### config.mk
export PLATFORM = sky130hd
export DESIGN_NAME = janus_bus_fifo_port
export DESIGN_NICKNAME = d
export VERILOG_FILES = /design/src/rtl/janus_bus_fifo_port.sv
export SDC_FILE = /design/constraint.sdc
export NUM_CORES = 1
export LEC_CHECK = 0
export ABC_AREA = 0
export CORE_ASPECT_RATIO = 0.8
export CORE_UTILIZATION = 50
export DETAILED_ROUTE_END_ITERATION = 6
export DONT_BUFFER_PORTS = 1
export PLACE_DENSITY_LB_ADDON = 0.15
export SETUP_SLACK_MARGIN = 0.1
export SYNTH_ARGS = -nofsm -noshare
export SYNTH_HDL_FRONTEND = slang
export SYNTH_SLANG_ARGS = --single-unit
### constraint.sdc
create_clock -name clk_janus -period 6.2 [get_ports clk_janus]
set_clock_uncertainty 0.15 [all_clocks]
set_input_delay 1.24 -clock clk_janus [delete_from_list [all_inputs] [get_ports clk_janus]]
set_output_delay 1.24 -clock clk_janus [all_outputs]
set_load 0.02 [all_outputs]
### src/rtl/janus_bus_fifo_port.sv
// janus_bus_fifo_port
//   Memory-mapped stream I/O responder on the Janus CPU bus. CPU writes to
//   DATA push a TX FIFO that an external valid/ready consumer drains. An
//   external producer fills an RX FIFO that CPU reads of DATA pop.
//   Register map (ab[3:2]): 0 DATA, 1 STATUS {rx_count,tx_count}, 2 CTRL
//   (write bit0/bit1 flush TX/RX, reads 0), 3 error.
// Ports
//   clk_janus, rst_janus_b    clock, asynchronous active-low reset
//   cb_out[2:0], ab, dob      CPU request: [0] req, [1] wr; address; write data
//   cb_in[2:0], dib           response: [0] ack, [1] err, [2] busy; read data
//   tx_data/tx_valid/tx_ready TX stream (FIFO head out)
//   rx_data/rx_valid/rx_ready RX stream (into FIFO)
module janus_bus_fifo_port #(
  parameter logic [31:0] BASE_ADDR  = 32'h0000_1000,
  parameter int          DEPTH_LOG2 = 3
) (
  input  logic        clk_janus,
  input  logic        rst_janus_b,
  input  logic [2:0]  cb_out,
  input  logic [31:0] ab,
  input  logic [31:0] dob,
  output logic [2:0]  cb_in,
  output logic [31:0] dib,
  output logic [31:0] tx_data,
  output logic        tx_valid,
  input  logic        tx_ready,
  input  logic [31:0] rx_data,
  input  logic        rx_valid,
  output logic        rx_ready
);

  localparam int PW    = DEPTH_LOG2 + 1;
  localparam int DEPTH = 1 << DEPTH_LOG2;

  typedef enum logic [1:0] {S_IDLE, S_RESP, S_DROP} state_t;

  state_t        state;
  logic [31:0]   tx_mem [DEPTH];
  logic [31:0]   rx_mem [DEPTH];
  logic [PW-1:0] tx_wr, tx_rd, rx_wr, rx_rd;
  logic [PW-1:0] tx_cnt, rx_cnt;
  logic          tx_full, rx_full, rx_empty;
  logic          tx_pop, rx_push;

  logic          sel_p0;
  logic          rsp_ack_p0, rsp_err_p0;
  logic [31:0]   rsp_dat_p0;
  logic          push_p0, pop_p0;
  logic [1:0]    flush_p0;

  logic          push_p1, pop_p1;
  logic [1:0]    flush_p1;
  logic [31:0]   wdata_p1;

  logic          unused_bits;
  assign unused_bits = ^{cb_out[2], ab[1:0]};

  // FIFO status; the wrap bit separates full from empty when the low bits match
  assign tx_cnt   = tx_wr - tx_rd;
  assign rx_cnt   = rx_wr - rx_rd;
  assign tx_full  = (tx_wr[PW-1] != tx_rd[PW-1]) &&
                    (tx_wr[PW-2:0] == tx_rd[PW-2:0]);
  assign rx_full  = (rx_wr[PW-1] != rx_rd[PW-1]) &&
                    (rx_wr[PW-2:0] == rx_rd[PW-2:0]);
  assign rx_empty = (rx_wr == rx_rd);
  assign tx_valid = (tx_wr != tx_rd);
  assign rx_ready = !rx_full;
  assign tx_data  = tx_mem[tx_rd[DEPTH_LOG2-1:0]];
  assign tx_pop   = tx_valid && tx_ready;
  assign rx_push  = rx_valid && rx_ready;

  // Stage p0: decode and response selection from the pre-edge FIFO state.
  // Between acceptance and commit only the streams move the FIFOs, and they
  // can only make room in TX or add words to RX, so the decision stays valid.
  assign sel_p0 = cb_out[0] && (ab[31:4] == BASE_ADDR[31:4]);

  always_comb begin
    rsp_ack_p0 = 1'b0;
    rsp_err_p0 = 1'b0;
    rsp_dat_p0 = '0;
    push_p0    = 1'b0;
    pop_p0     = 1'b0;
    flush_p0   = 2'b00;
    case (ab[3:2])
      2'd0: begin
        if (cb_out[1]) begin
          if (tx_full) rsp_err_p0 = 1'b1;
          else begin
            rsp_ack_p0 = 1'b1;
            push_p0    = 1'b1;
          end
        end else begin
          if (rx_empty) rsp_err_p0 = 1'b1;
          else begin
            rsp_ack_p0 = 1'b1;
            pop_p0     = 1'b1;
            rsp_dat_p0 = rx_mem[rx_rd[DEPTH_LOG2-1:0]];
          end
        end
      end
      2'd1: begin
        if (cb_out[1]) rsp_err_p0 = 1'b1;
        else begin
          rsp_ack_p0 = 1'b1;
          rsp_dat_p0 = {20'b0, 6'(rx_cnt), 6'(tx_cnt)};
        end
      end
      2'd2: begin
        rsp_ack_p0 = 1'b1;
        if (cb_out[1]) flush_p0 = dob[1:0];
      end
      default: rsp_err_p0 = 1'b1;
    endcase
  end

  // Stage p1: registered response; side-effect strobes live only in RESP
  always_ff @(posedge clk_janus or negedge rst_janus_b) begin
    if (!rst_janus_b) begin
      state    <= S_IDLE;
      cb_in    <= 3'b000;
      dib      <= '0;
      push_p1  <= 1'b0;
      pop_p1   <= 1'b0;
      flush_p1 <= 2'b00;
    end else begin
      case (state)
        S_IDLE: begin
          if (sel_p0) begin
            state    <= S_RESP;
            cb_in    <= {1'b1, rsp_err_p0, rsp_ack_p0};
            dib      <= rsp_dat_p0;
            push_p1  <= push_p0;
            pop_p1   <= pop_p0;
            flush_p1 <= flush_p0;
          end
        end
        S_RESP: begin
          state    <= S_DROP;
          cb_in    <= 3'b100;
          dib      <= '0;
          push_p1  <= 1'b0;
          pop_p1   <= 1'b0;
          flush_p1 <= 2'b00;
        end
        S_DROP: begin
          if (!cb_out[0]) begin
            state <= S_IDLE;
            cb_in <= 3'b000;
          end
        end
        default: begin
          state <= S_IDLE;
          cb_in <= 3'b000;
        end
      endcase
    end
  end

  always_ff @(posedge clk_janus) begin
    if (state == S_IDLE && sel_p0) wdata_p1 <= dob;
  end

  // TX FIFO: flush wins over any stream pop in the same cycle
  always_ff @(posedge clk_janus or negedge rst_janus_b) begin
    if (!rst_janus_b) begin
      tx_wr <= '0;
      tx_rd <= '0;
    end else if (flush_p1[0]) begin
      tx_wr <= '0;
      tx_rd <= '0;
    end else begin
      if (push_p1) tx_wr <= tx_wr + PW'(1);
      if (tx_pop)  tx_rd <= tx_rd + PW'(1);
    end
  end

  always_ff @(posedge clk_janus) begin
    if (push_p1) tx_mem[tx_wr[DEPTH_LOG2-1:0]] <= wdata_p1;
  end

  // RX FIFO: flush wins over any stream push in the same cycle
  always_ff @(posedge clk_janus or negedge rst_janus_b) begin
    if (!rst_janus_b) begin
      rx_wr <= '0;
      rx_rd <= '0;
    end else if (flush_p1[1]) begin
      rx_wr <= '0;
      rx_rd <= '0;
    end else begin
      if (rx_push) rx_wr <= rx_wr + PW'(1);
      if (pop_p1)  rx_rd <= rx_rd + PW'(1);
    end
  end

  always_ff @(posedge clk_janus) begin
    if (rx_push) rx_mem[rx_wr[DEPTH_LOG2-1:0]] <= rx_data;
  end

endmodule
; Word-level counts from Yosys, hierarchy flattened
; Memories as Yosys holds them, arrays and structs flattened.
; Cells that the tools add are included.
[word_totals]
reg_bits = 89
ramBits = 512
in_bits = 103
word_cells = 94
mem_count = 2
[classes]
n_addsub = 6
eq_ne = 13
muxes = 46
n_reduce_logical = 16
[mem_list]
columns = name, words, width, read_ports, rd_clocked_by_memory_dff, write_ports, line_no
row1 = rx_mem, 8, 32, 1, 0, 1, 39  ; logic [31:0] rx_mem [DEPTH];
row2 = tx_mem, 8, 32, 1, 0, 1, 38  ; logic [31:0] tx_mem [DEPTH];
[ops]
columns = operator, n
row1 = case mux 32 bit (2 select lines), 2
row2 = 2-to-1 mux 32 bit, 3
row3 = 2-to-1 mux 4 bit, 8
row4 = equality test 28 x 9 -> 1 bit (second input constant), 1
row5 = 2-to-1 mux 1 bit, 18
row6 = adder 4 x 1 -> 4 bit (second input constant), 4
row7 = 2-to-1 mux 10 bit, 1
row8 = 2-to-1 mux 2 bit, 5
row9 = nonzero test 2 bit, 5
row10 = case mux 3 bit (3 select lines), 1
row11 = subtractor 4 bit, 2
row12 = equality test 3 bit, 2
row13 = logical AND 1 bit, 6
row14 = 2-to-1 mux 3 bit, 2
row15 = case mux 1 bit (3 select lines), 2
row16 = case mux 2 bit (3 select lines), 1
row17 = equality test 2 x 1 -> 1 bit (second input constant), 2
row18 = equality test 2 bit (second input constant), 2
row19 = equality test 4 bit, 1
row20 = zero test 2 bit, 2
row21 = != test 2 bit (second input constant), 2
row22 = != test 4 bit, 1
row23 = case mux 1 bit (2 select lines), 2
row24 = case mux 2 bit (2 select lines), 1
row25 = 3 further kinds, 5

; Longest topological paths before layout
[logic_depth]
ltp_word = 7
mapped_depth = 11
depth_no_buf = 7

; Worst setup path after synthesis
; No wires, ideal clock.
[synth_timing]
kind = register to register
start = reg rx_rd[2]
end = mem rx_mem[1][0] (enable)
t_arrival_ps = 4229
required_ps = 5589
setup_slack_ps = 1360
path_stages_with_launch = 9
cell_sequence = dfrtp_1 > clkbuf_1 > clkinv_1 > buf_4 > buf_4 > ha_1 > a41oi_1 > nand2_1 > nor3_1
[synth_via]
elab_chain_len = 6
[synth_lines]
columns = element, line_no
row1 = from (decl), 40  ; logic [PW-1:0] tx_wr, tx_rd, rx_wr, rx_rd;
row2 = from (signal assigned), 191  ; if (pop_p1) rx_rd <= rx_rd + PW'(1);
row3 = equality test 3 bit, 64  ; (rx_wr[PW-2:0] == rx_rd[PW-2:0]);
row4 = logical AND 1 bit, 63  ; assign rx_full = (rx_wr[PW-1] != rx_rd[PW-1]) &&
row5 = zero test 1 bit, 67  ; assign rx_ready = !rx_full;
row6 = logical AND 1 bit, 70  ; assign rx_push = rx_valid && rx_ready;
row7 = 2-to-1 mux 1 bit, 196  ; if (rx_push) rx_mem[rx_wr[DEPTH_LOG2-1:0]] <= rx_data;
row8 = 2-to-1 mux 1 bit (implied by the code), 196
row9 = to (decl), 39
; No other way between the ends.

; Final worst setup path
[layout_timing]
start = reg tx_rd[1]
end = out tx_data[29]
[layout_via]
elab_chain_len = 1
[layout_lines]
columns = element, line_no
row1 = from (decl), 40
row2 = from (signal assigned), 173  ; if (tx_pop) tx_rd <= tx_rd + PW'(1);
row3 = memory read (8 x 32 bit), --
row4 = to (decl), 24  ; output logic [31:0] tx_data,
; No other way between the ends.

==> results.sh <==
export IMPL_synth_simple_area_share_pct=3.96
export IMPL_synthCells=1117
export IMPL_max_cap_violations=0
export IMPL_yosys_area_top_type_share_pct=70.8
export IMPL_drive_gt1_share_pct=24.1
export IMPL_cts_hold_buffers_added=0
export IMPL_yosys_area_share_adder_pct=0.716
export IMPL_via_per_inst=5.76
export IMPL_grt_pass1_wl_um=69500
export IMPL_met3_length_um=2830
export IMPL_insertion_delay_ps=610
export IMPL_ys_seq_elements=601
export IMPL_syn_num_nets=1232
export IMPL_highest_layer="met5"
export IMPL_dr_total_vias=10400
export IMPL_cts_tree="done"
export IMPL_syn2layout_area_growth_pct=11.6
export IMPL_drtIter0Drc=696
export IMPL_slew_headroom_pct=26.7
export IMPL_path_class="flip-flop to output pin"
export IMPL_cp_start_kind="flip-flop"
export IMPL_root_buffer="clkbuf_16"
export IMPL_slowest_delay_ps=950
export IMPL_crit_path_end_kind="output pin"
export IMPL_arrival_ps=2880
export IMPL_synth_xor_area_share_pct=0.493
export IMPL_final_hold_viol_count=0
export IMPL_final_period_utilization_pct=68.9
export IMPL_core_um2=45600
export IMPL_fp_dieArea_um2=47000
export IMPL_seq_area_um2=17800
export IMPL_grt_overflow=0
export IMPL_synth_edf_count=544
export IMPL_synth_top_cells_by_area="edfxtp_1 71%, mux4_2 12%, dfrtp_1 6.2%, nand2_1 1.9%, o2bb2ai_2 1.3%"
export IMPL_cp_depth=4
export IMPL_cts_sinks=601
export IMPL_cpMostUsedCell="nand2_1"
export IMPL_synth_cell_types=54
export IMPL_synth_compound_area_share_pct=2.60
export IMPL_diodes=0
export IMPL_ant_nets=0
export IMPL_wl_per_cell_um=25.5
export IMPL_htreeDepth=2
export IMPL_initial_core_util_pct=50.6
export IMPL_r2r_slack_ps=2460
export IMPL_grt_max_degree=68
export IMPL_dr_pass1_iters=5
export IMPL_setup_viol=0
export IMPL_worst_path_max_delay_cell="dfrtp_2"
export IMPL_synth_area_per_cell_um2=20.7
export IMPL_grt_pass1_vias=10900
export IMPL_post_cts_buffers=0
export IMPL_grtUsageTotal_pct=20.1
export IMPL_yosysWarnings=0
export IMPL_rsz0062_at_grt="no"
export IMPL_crit_buf_inv=1
export IMPL_wl_met2_um=21800
export IMPL_final_area_um2=25800
export IMPL_place_area_um2=23900
export IMPL_tns_ps=0
export IMPL_wirelength_um=46100
export IMPL_antenna_found_initial=1
export IMPL_placement_io_buffers=0
export IMPL_synthMuxAreaShare_pct=13.9
export IMPL_gp_congestion=0.732
export IMPL_min_path_type="input pin to async pin"
export IMPL_slew_violations=0
export IMPL_async_reset_ff_share_pct=9.48
export IMPL_cts_resized=0
export IMPL_wl_met1_um=20700
export IMPL_crit_fanout=35
export IMPL_die_y_um=194
export IMPL_clk_pin_slew_ps=60
export IMPL_reg2reg_depth=5
export IMPL_final_common_cell="edfxtp_1"
export IMPL_powerDensity_nw_per_um2=381
export IMPL_finalCriticalPeriod_ps=4270
export IMPL_hpwl_um=25400
export IMPL_die_x_um=242
export IMPL_layout_common_cells="544 x edfxtp_1, 128 x mux4_2, 118 x nand2_1, 57 x clkbuf_16, 53 x dfrtp_1"
export IMPL_numCtsBuffers=57
export IMPL_max_clock_path_buffers=3
export IMPL_n_fill_cell=3385
export IMPL_tightest_slew_ps=1100
export IMPL_clock_fmax_mhz=234
export IMPL_critical_path_top_delay_family="flip-flops"
export IMPL_required_ps=4810
export IMPL_ir_drop_mv=0.236
export IMPL_crit_path_cell_trace="buf_4, mux4_2, nand2_1, nand2_1"
export IMPL_multi_input_area_um2=5130
export IMPL_drc_errors=0
export IMPL_outcome="completed"
export IMPL_row_count=70
export IMPL_layout_nets=1268
export IMPL_synth_ff_type="edfxtp_1"
export IMPL_synth_top_family_by_area="multiplexers"
export IMPL_power_leakage_uw=0.00850
export IMPL_synth_seq_area_share_pct=77.0
export IMPL_syn_area_um2=23100
export IMPL_io_pins=172
export IMPL_yosys_area_top_type="edfxtp_1"
report_power, final:
| group | internal, µW | switching [µW] | leakage [µW] | total [µW] |
|---|---|---|---|---|
| clock network | 1960 | 1440 | 0.000871 | 3400 |
| registers | 4660 | 183 | 0.00568 | 4840 |
| logic | 600 | 983 | 0.00194 | 1580 |
| total | 7210 | 2610 | 0.00850 | 9820 |
through the flow:
stage	hold WS [ps]	utilization, %	total power [µW]	setup slack [ps]	std cells
floorplan	374	-	6100	1360	1117
global placement	392	52.4	6520	2470	1706
detailed placement	400	52.4	6550	2400	1706
CTS	136	56.5	9950	1830	1811
global route	141	56.5	10200	1740	1811
finish	184	56.5	9820	1930	1811
routing by layer:
metal / up-vias / global-route usage [%]
li1: 4602 / -
met3: 69 / 5.09
met4: 2 / 4.92
met1: 5512 / 29.1
met5: - / 0
met2: 250 / 31.0
cell type report:
| class | instances | share of cell area [%] |
|---|---|---|
| inverters | 14 | 0.204 |
| well taps | 612 | 2.97 |
| flip-flops and latches | 601 | 69.0 |
| clock inverters | 27 | 1.12 |
| repair buffers | 27 | 0.787 |
| multi-input cells | 452 | 19.9 |
| clock buffers | 78 | 6.00 |
path summary, 6_finish.rpt:
| kind | endpoint | start |
|---|---|---|
| worst max-delay path | tx_data[29] | tx_rd[1]$_DFFE_PN0P_ |
| worst min-delay path | dib[16]$_DFFE_PN0P_ | rst_janus_b |
| min in group clk_janus | tx_wr[3]$_DFFE_PN0P_ | tx_wr[3]$_DFFE_PN0P_ |
| max in group asynchronous | rx_rd[0]$_DFFE_PN0P_ | rst_janus_b |
| worst min register to register | tx_wr[3]$_DFFE_PN0P_ | tx_wr[3]$_DFFE_PN0P_ |
| worst max register to register | rx_mem[4][14]$_DFFE_PP_ | rx_rd[0]$_DFFE_PN0P_ |
synthesized netlist by cell type (all sizes together), types with 2 or more instances:
master,instances
o2bb2ai,26
xor2,5
nor4,5
edfxtp,544
or3,3
a21oi,7
nand2,118
nor2b,3
clkinv,2
nand3,6
clkbuf,21
nand4,4
a22o,6
nor3b,2
nand2b,7
o21ai,9
mux2,3
xnor2,8
mux4,128
nor4b,3
dfrtp,57
mux2i,29
o32ai,4
buf,29
and3,2
inv,12
nor3,9
fa,2
ha,10
nor2,38
cell families (layout without fill, tap and decap cells):
kind of cell               count (synthesis)  count (layout)
AOI/OAI and AO/OA                         62              62
xor gates and xnor gates                  13              13
adders and majority gates                 12              12
buffers and inverters                     64             146
DFF                                      601             601
muxes                                    160             160
and+or+nand+nor                          205             205
sequential cells by signal (all words and copies together), names as in the netlist:
name,count
cb_in,3
rx_mem,256
flush_p1,2
push_p1,1
dib,32
tx_rd,4
rx_rd,4
tx_wr,4
tx_mem,256
state,2
wdata_p1,32
rx_wr,4
pop_p1,1
No activity file was read; power rests on OpenSTA's default activity.
